[src/rtl/cpu_scoreboard.sv]
// cpu_scoreboard: read-after-write hazard unit for the moxie pipeline.
// Tracks in-flight register writes in a PIPE_DEPTH-entry shift register,
// raises the decode stall, bypasses writeback data onto operand reads,
// counts stall cycles and flags writebacks that disagree with the scoreboard.
// Optional feature macro: SCOREBOARD_FWD_EN (final-entry matches forward
// wb_value_i instead of stalling one more cycle).
module cpu_scoreboard #(
  parameter int REG_IDX_W  = 4,
  parameter int DATA_W     = 32,
  parameter int PIPE_DEPTH = 2,
  parameter int CNT_W      = 16
) (
  input  logic                 clk_i,
  input  logic                 rst_i,
  input  logic                 issue_valid_i,
  input  logic                 issue_wr_en_i,
  input  logic [REG_IDX_W-1:0] issue_wr_idx_i,
  input  logic                 rd_a_en_i,
  input  logic                 rd_b_en_i,
  input  logic [REG_IDX_W-1:0] rd_a_idx_i,
  input  logic [REG_IDX_W-1:0] rd_b_idx_i,
  input  logic [DATA_W-1:0]    rf_a_i,
  input  logic [DATA_W-1:0]    rf_b_i,
  input  logic                 wb_en_i,
  input  logic [REG_IDX_W-1:0] wb_idx_i,
  input  logic [DATA_W-1:0]    wb_value_i,
  input  logic                 flush_i,
  output logic                 stall_o,
  output logic [DATA_W-1:0]    a_value_o,
  output logic [DATA_W-1:0]    b_value_o,
  output logic                 fwd_a_o,
  output logic                 fwd_b_o,
  output logic [CNT_W-1:0]     stall_count_o,
  output logic                 error_o
);

  // Index of the entry that is in writeback this cycle.
  localparam int LAST = PIPE_DEPTH - 1;

  logic [PIPE_DEPTH-1:0] valid_q, valid_d;
  logic [REG_IDX_W-1:0]  idx_q [PIPE_DEPTH];
  logic [REG_IDX_W-1:0]  idx_d [PIPE_DEPTH];
  logic [CNT_W-1:0]      cnt_q, cnt_d;
  logic                  err_q, err_d;

  logic early_a_s, early_b_s, final_a_s, final_b_s;
  logic haz_a_s, haz_b_s, wb_err_s;

  // Compare both read ports against the early (unproduced) and final entries.
  always_comb begin
    early_a_s = 1'b0;
    early_b_s = 1'b0;
    for (int k = 0; k < LAST; k++) begin
      if (valid_q[k] && (idx_q[k] == rd_a_idx_i)) early_a_s = 1'b1;
      if (valid_q[k] && (idx_q[k] == rd_b_idx_i)) early_b_s = 1'b1;
    end
    early_a_s = early_a_s & rd_a_en_i;
    early_b_s = early_b_s & rd_b_en_i;
    final_a_s = rd_a_en_i & valid_q[LAST] & (idx_q[LAST] == rd_a_idx_i);
    final_b_s = rd_b_en_i & valid_q[LAST] & (idx_q[LAST] == rd_b_idx_i);
  end

`ifdef SCOREBOARD_FWD_EN
  // Final-entry matches are resolved by the bypass, so only early entries stall.
  assign haz_a_s = early_a_s;
  assign haz_b_s = early_b_s;

  // Bypass writeback data onto an operand whenever the read is not stalled.
  always_comb begin
    fwd_a_o = ~rst_i & ~stall_o & rd_a_en_i & wb_en_i & (wb_idx_i == rd_a_idx_i);
    fwd_b_o = ~rst_i & ~stall_o & rd_b_en_i & wb_en_i & (wb_idx_i == rd_b_idx_i);
    if (fwd_a_o) a_value_o = wb_value_i;
    else         a_value_o = rf_a_i;
    if (fwd_b_o) b_value_o = wb_value_i;
    else         b_value_o = rf_b_i;
  end
`else
  // Without the bypass a final-entry match waits for the register file write.
  assign haz_a_s = early_a_s | final_a_s;
  assign haz_b_s = early_b_s | final_b_s;
  assign fwd_a_o   = 1'b0;
  assign fwd_b_o   = 1'b0;
  assign a_value_o = rf_a_i;
  assign b_value_o = rf_b_i;

  logic unused_wb_value_s;
  assign unused_wb_value_s = ^wb_value_i;
`endif

  // A stall only makes sense when decode actually presents an instruction.
  assign stall_o = ~rst_i & issue_valid_i & (haz_a_s | haz_b_s);

  // Writeback must agree with whatever the scoreboard says is retiring now.
  assign wb_err_s = (wb_en_i != valid_q[LAST]) |
                    (wb_en_i & valid_q[LAST] & (wb_idx_i != idx_q[LAST]));

  // Next-state: shift entries, load the accepted issue, apply flush, count, flag.
  always_comb begin
    valid_d[0] = issue_valid_i & issue_wr_en_i & ~stall_o & ~flush_i;
    idx_d[0]   = issue_wr_idx_i;
    for (int k = 1; k < PIPE_DEPTH; k++) begin
      valid_d[k] = valid_q[k-1] & ~flush_i;
      idx_d[k]   = idx_q[k-1];
    end
    if (stall_o && (cnt_q != {CNT_W{1'b1}})) cnt_d = cnt_q + {{(CNT_W-1){1'b0}}, 1'b1};
    else                                    cnt_d = cnt_q;
    err_d = err_q | wb_err_s;
  end

  // State registers with synchronous reset.
  always_ff @(posedge clk_i) begin
    if (rst_i) begin
      valid_q <= '0;
      for (int k = 0; k < PIPE_DEPTH; k++) idx_q[k] <= '0;
      cnt_q   <= '0;
      err_q   <= 1'b0;
    end else begin
      valid_q <= valid_d;
      for (int k = 0; k < PIPE_DEPTH; k++) idx_q[k] <= idx_d[k];
      cnt_q   <= cnt_d;
      err_q   <= err_d;
    end
  end

  assign stall_count_o = cnt_q;
  assign error_o       = err_q;

endmodule
[config.mk]
export PLATFORM = sky130hd
export DESIGN_NAME = cpu_scoreboard
export DESIGN_NICKNAME = d
export VERILOG_FILES = /design/src/rtl/cpu_scoreboard.sv
export SDC_FILE = /design/constraint.sdc
export NUM_CORES = 1
export LEC_CHECK = 0
export BUFFER_PORTS_ARGS = -buffer_cell sky130_fd_sc_hd__buf_2
export CORE_AREA = 2 2 79 81
export CTS_CLUSTER_DIAMETER = 80
export CTS_CLUSTER_SIZE = 25
export DETAILED_ROUTE_END_ITERATION = 7
export DIE_AREA = 0 0 81 83
export PLACE_DENSITY = 0.77
export SLEW_MARGIN = 20
export SYNTH_ARGS = -nofsm -noshare
export SYNTH_HDL_FRONTEND = slang
export SYNTH_SLANG_ARGS = --single-unit
[constraint.sdc]
create_clock -name clk_i -period 2.55 [get_ports clk_i]
set_clock_uncertainty 0.05 [all_clocks]
set_input_delay 0.255 -clock clk_i [delete_from_list [all_inputs] [get_ports clk_i]]
set_output_delay 0.255 -clock clk_i [all_outputs]
set_load 0.005 [all_outputs]
==> results of run 1 <==
[sequential cells by signal (all words and copies together), names as in the netlist]
signal	flops
error_o	1
idx_q	8
stall_count_o	16
valid_q	2
[routing by layer]
layer	up-vias	global-route usage (%)	part of all wire (%)
li1	692	-	-
met5	-	0	0
met3	24	3.587	7.2
met4	0	7.396	3.9
met1	689	14.91	44
met2	57	18.56	45
[per-stage QoR]
step / util, % / power [W] / hold WS, ns / setup slack, ns
6_report: 30.64 / 0.0007570 / 0.1053 / 0.3913
5_1_grt: 30.64 / 0.0007919 / 0.1073 / 0.1775
4_1_cts: 30.64 / 0.0007680 / 0.09565 / 0.4082
3_5_place_dp: 29.84 / 0.0005214 / 0.3910 / 0.4578
3_3_place_gp: 29.84 / 0.0005188 / 0.3873 / 0.5191
2_1_floorplan: - / 0.0005691 / 0.2808 / 0.6891
[cell families after synthesis]
kind of cell / Yosys count / synth area share [%]
buf+inv: 77 / 28.72
simple gates: 68 / 21.03
compound gates: 33 / 10.96
flops: 27 / 27.69
xor+xnor: 20 / 8.974
fa+ha+maj: 2 / 1.282
mux: 2 / 1.154
other cells: 1 / 0.1921
[cells in the final DEF, fill, tap and decap left out, drive strengths merged, types with 3 or more instances in the layout]
master / n
and4: 3
xnor2: 4
buf: 45
or3: 6
o41ai: 4
nand4: 7
clkbuf: 3
o21ai: 4
dfxtp: 27
nand2: 9
inv: 3
nor3: 4
nand3: 6
or4: 6
nor2b: 11
a21oi: 13
and2: 3
nor2: 4
o31ai: 7
xor2: 16
[worst max-delay path, stage by stage (launching register included)]
cell and delay [ns]:
dfxtp_1 0.36, xor2_1 0.18, nor3_1 0.19, nand4_1 0.16
a41oi_1 0.49, buf_2 0.21
[area by class of cell]
type	instances	area share [%]
clock inverter	1	0.2809
clock buffer	3	2.317
sequential	27	30.34
tap	75	5.267
timing repair buffer	45	13.20
multi-input combinational	127	47.96
inverter	3	0.6320
[power by group through the flow]
| stage | sequential [W] | combinational (W) | clock, W |
|---|---|---|---|
| global placement | 0.000447 | 0.0000722 | 0 |
| CTS | 0.000437 | 0.0000745 | 0.000256 |
| finish | 0.000437 | 0.0000739 | 0.000246 |
| global route | 0.000438 | 0.0000826 | 0.000271 |
| floorplan | 0.000445 | 0.000124 | 0 |
| detailed placement | 0.000447 | 0.0000742 | 0 |
[worst max path at each step]
stage,start,endpoint,slack (ns),depth (start not counted)
6_report,idx_q[0][7]$_SDFF_PP0_,stall_o,0.39,5
5_1_grt,idx_q[0][3]$_SDFF_PP0_,stall_o,0.18,5
4_1_cts,idx_q[0][7]$_SDFF_PP0_,stall_o,0.41,5
3_5_place_dp,rd_a_idx_i[0],stall_count_o[4]$_SDFFE_PP0P_,0.46,7
3_3_place_gp,rd_a_idx_i[0],stall_count_o[4]$_SDFFE_PP0P_,0.52,7
2_1_floorplan,idx_q[0][4]$_SDFF_PP0_,stall_count_o[4]$_SDFFE_PP0P_,0.69,7
==> flow_metrics.tcl, run 1 <==
set metrics [dict create \
    overflow 0 \
    synth_seq_cells 27 \
    p_clk_share_pct 32.5 \
    critPathKind "flip-flop to output pin" \
    worstRegToRegCells 5 \
    ant_nets 0 \
    arrival_ns 1.85 \
    clkTransAtPathRegs_ns 0.09 \
    drt_first_iter_violations 56 \
    clock-sinks 27 \
    layout.area.seq_um2 540.5 \
    ctsHoldBuffers 0 \
    cp_max_fo 5 \
    synth_seq_area_share_pct 27.69 \
    cp.required_ns 2.25 \
    areaGrowthSynthToFinish_pct -8.718 \
    cap_violations 0 \
    status "complete, no violations" \
    fin_nets 329 \
    grt_pass1_wl_um 6637 \
    hold_start "flush_i" \
    dr.pass1.iters 4 \
    drive_gt1_share_pct 24.76 \
    worst_slew_pin_slew_ns 0.5770 \
    tritoncts "done" \
    final_area_um2 1782 \
    seqPwrFrac_pct 57.8 \
    relSlewSlack_pct 61.39 \
    hp-class "input pin to flip-flop" \
    min_period_ns 2.159 \
    combinationalPowerShare_pct 9.8 \
    hold_depth 2 \
    viasPerCell 5.203 \
    switching_share_pct 24.13 \
    period_share_pct 84.66 \
    power_density_nw_per_um2 424.9 \
    tns_ns 0 \
    ys_top_cells_by_count "buf_4, dfxtp_1, xor2_1" \
    syn_avg_cell_area_um2 8.486 \
    die_area_um2 6723 \
    multi_input_area_um2 854.6 \
    placed_cells 277 \
    final_cells 281 \
    insertedDiodeCount 0 \
    worst_r2r_startpoint "stall_count_o[2]$_SDFFE_PP0P_" \
    ctsResizeCount 0 \
    hold-path-endpoint "valid_q[1]$_SDFF_PP0_" \
    synth_area_leaders "dfxtp_1, buf_4, xor2_1" \
    ys_types 37 \
    placed_area_um2 1735 \
    grt_pass1_vias 1416 \
    die_w_um 81 \
    cts_setup_buffers 0 \
    gp_congestion 0.8230 \
    clockRootBuffer "clkbuf_8" \
    wl_per_cell_um 14.46 \
    critPathLaunchType "flip-flop" \
    setup_viol 0 \
    io-pin-count 204 \
    grt_usage_pct 12.20 \
    die_h_um 83 \
    start_util_pct 33.56 \
    internal_power_w 0.0005743 \
    drc 0 \
    vdd_drop_max_uv 163.8 \
    antenna_found_initial 0 \
    crit_path_end_kind "output pin" \
    power_switching_w 0.0001827 \
    rrSetupSlack_ns 0.48 \
    cts_buffers 3 \
    syn_inst 230 \
    core_area_um2 5816 \
    fillerInstances 629 \
    vias 1462 \
    grt_max_degree 28 \
    clock_latency_ns 0.28 \
    port_buffers 41 \
    synth_flop_cell "dfxtp_1" \
    synth_area_um2 1952 \
    synth-edff-count 0 \
    rsz0062_at_grt "no" \
    yosys.area.top_type_share_pct 27.69 \
    num_rows 28 \
    fmax_ghz 0.4632 \
    cts_max_level 1 \
    slew_viol_final 0 \
    reg2reg_to "stall_count_o[4]$_SDFFE_PP0P_" \
    cts.path.max_buffers 2 \
    synth_most_common_cell "buf_4" \
    wl_um 4064 \
    synth_top_cell_by_area "dfxtp_1" \
    ys_warn_count 0 \
    p_leak_nw 0.7188 \
    place_hpwl_um 3095 \
    hold_viol_final 0 \
    synthArstFlopShare_pct 0 \
]
No activity file was read; power rests on OpenSTA's default activity.
==> run 2: changes to the inputs <==
- CORE_AREA: 2 2 79 81 -> 2 2 82 84
- DIE_AREA: 0 0 81 83 -> 0 0 84 86
- PLACE_DENSITY: 0.77 -> 0.75
- clock period: 2.55 -> 1.8 ns (I/O delays scaled with it)
==> run 2 against run 1 <==
The flow now finishes with violations (negative setup slack). Sequential power up 42%. Global-route usage up 0.96 points. Largest cell class unchanged. Clock-buffer cell count unchanged. Critical path type is now flip-flop to flip-flop. Via count up 9.8%. Clock power up 49%. Register-to-register slack worse by 0.62 ns. Die area up 7.5%. Largest power group unchanged. Final area up 22%.
==> flow_metrics.tcl, run 2 (same netlist as run 1, synthesis figures left out) <==
set metrics [dict create \
    status "complete, but fails checks" \
    failed_checks "negative setup slack" \
    areaGrowthSynthToFinish_pct 11.35 \
    fmax_ghz 0.5157 \
    start_util_pct 31.09 \
    hp-class "input pin to flip-flop" \
    io-pin-count 204 \
    die_w_um 84 \
    crit_path_end_kind "flip-flop" \
    period_share_pct 107.7 \
    cts.path.max_buffers 2 \
    grt_usage_pct 13.17 \
    layout_common_cells "buf_2, buf_4, dfxtp_1, xor2_1" \
    final_area_um2 2173 \
    tritoncts "done" \
    die_h_um 86 \
    power_density_nw_per_um2 509.8 \
    hold_start "flush_i" \
    fin_nets 367 \
    hold-path-endpoint "valid_q[1]$_SDFF_PP0_" \
    ant_nets 0 \
    worstRegToRegCells 6 \
    hold_viol_final 0 \
    place_hpwl_um 3479 \
    drt_first_iter_violations 64 \
    cap_violations 0 \
    grt_pass1_vias 1665 \
    min_period_ns 1.939 \
    vias 1606 \
    drive_gt1_share_pct 43.03 \
    p_leak_nw 0.9236 \
    grt_pass1_wl_um 7776 \
    wl_um 4678 \
    ctsHoldBuffers 0 \
    overflow 0 \
    setup_viol 17 \
    final_cells 321 \
    cts_buffers 3 \
    critPathKind "flip-flop to flip-flop" \
    vdd_drop_max_uv 276.1 \
    core_area_um2 6277 \
    arrival_ns 2.06 \
    hold_depth 2 \
    worst_r2r_startpoint "idx_q[0][1]$_SDFF_PP0_" \
    reg2reg_to "stall_count_o[4]$_SDFFE_PP0P_" \
    port_buffers 41 \
    cts_max_level 1 \
    antenna_found_initial 0 \
    utilization_pct 34.62 \
    clockRootBuffer "clkbuf_8" \
    insertedDiodeCount 0 \
    dr.pass1.iters 4 \
    rsz0062_at_grt "yes" \
    clock-sinks 27 \
    num_rows 29 \
    final_common_cell "buf_2" \
    viasPerCell 5.003 \
    grt_max_degree 18 \
    clock_latency_ns 0.28 \
    placed_cells 313 \
    drc 0 \
    wl_per_cell_um 14.57 \
    rrSetupSlack_ns -0.14 \
    slew_viol_final 0 \
    gp_congestion 0.8090 \
    setup_slack_ns -0.1393 \
    largest_register_ffs 16 \
    clkTransAtPathRegs_ns 0.10 \
    cp.required_ns 1.92 \
    placed_area_um2 2006 \
    whs_ns 0.01473 \
    die_area_um2 7224 \
    critPathLaunchType "flip-flop" \
    cp_max_fo 15 \
]
-- run 2: cell types whose count changed in the layout (fill, tap and decap cells not counted), moves of 6 or more --
cell / previous run / this run
buf_4: 4 / 37
buf_6: 0 / 6
dfxtp_1: 27 / 21
dfxtp_2: 0 / 6
-- run 2: worst max path at each step --
stage	startpoint	endpoint	slack (ns)	cells after the start
after global routing	idx_q[0][4]$_SDFF_PP0_	stall_count_o[4]$_SDFFE_PP0P_	-0.30	6
after detailed placement	idx_q[0][6]$_SDFF_PP0_	stall_count_o[4]$_SDFFE_PP0P_	-0.16	6
after CTS	idx_q[0][2]$_SDFF_PP0_	stall_count_o[4]$_SDFFE_PP0P_	-0.15	6
after global placement	idx_q[0][3]$_SDFF_PP0_	stall_count_o[4]$_SDFFE_PP0P_	-0.12	6
after floorplan	idx_q[0][6]$_SDFF_PP0_	stall_count_o[4]$_SDFFE_PP0P_	-0.03	7
final	idx_q[0][1]$_SDFF_PP0_	stall_count_o[4]$_SDFFE_PP0P_	-0.14	6
-- run 2: critical path, stage by stage, from the launching register on --
cell,delay [ns]
dfxtp_2,0.34
xor2_1,0.15
nor3_1,0.21
nand4_1,0.15
and4_4,0.28
nor4_2,0.29
mux2_1,0.35
-- run 2: routing by layer --
metal / global-route usage, % / wire (um) / vias to the layer above
met3: 2.887 / 273 / 35
met2: 21.67 / 2147 / 56
met1: 15.22 / 1997 / 745
met5: 0 / 0 / -
met4: 9.238 / 260 / 0
li1: - / - / 770
-- run 2: stage by stage --
stage	TNS, ns	total power, W	setup WS [ns]
3_5_place_dp	-1.309	0.0007499	-0.1612
3_3_place_gp	-0.8906	0.0007470	-0.1226
4_1_cts	-1.570	0.001113	-0.1504
2_1_floorplan	-0.03052	0.0008065	-0.03052
6_report	-1.500	0.001108	-0.1393
5_1_grt	-4.179	0.001163	-0.2991
-- run 2: area by class of cell --
| class | count | area, um2 |
|---|---|---|
| Clock buffer | 3 | 41.29 |
| Clock inverter | 1 | 7.507 |
| Fill cell | 650 | 4104 |
| Inverter | 3 | 11.26 |
| Multi-Input combinational cell | 127 | 923.4 |
| Sequential cell | 27 | 548.0 |
| Tap cell | 77 | 96.34 |
| Timing Repair Buffer | 83 | 545.5 |
-- run 2: power breakdown --
| part | switching (W) | internal [W] | total (W) |
|---|---|---|---|
| registers | 0.00000961 | 0.000609 | 0.000619 |
| logic | 0.0000610 | 0.0000621 | 0.000123 |
| clock network | 0.000208 | 0.000158 | 0.000366 |
-- run 2: timing repair --
action / in CTS / in global routing
resized for setup: 13 / 8
pin swaps: 10 / 3
setup buffers: 3 / 1
endpoints found under the setup margin: 15 / 17
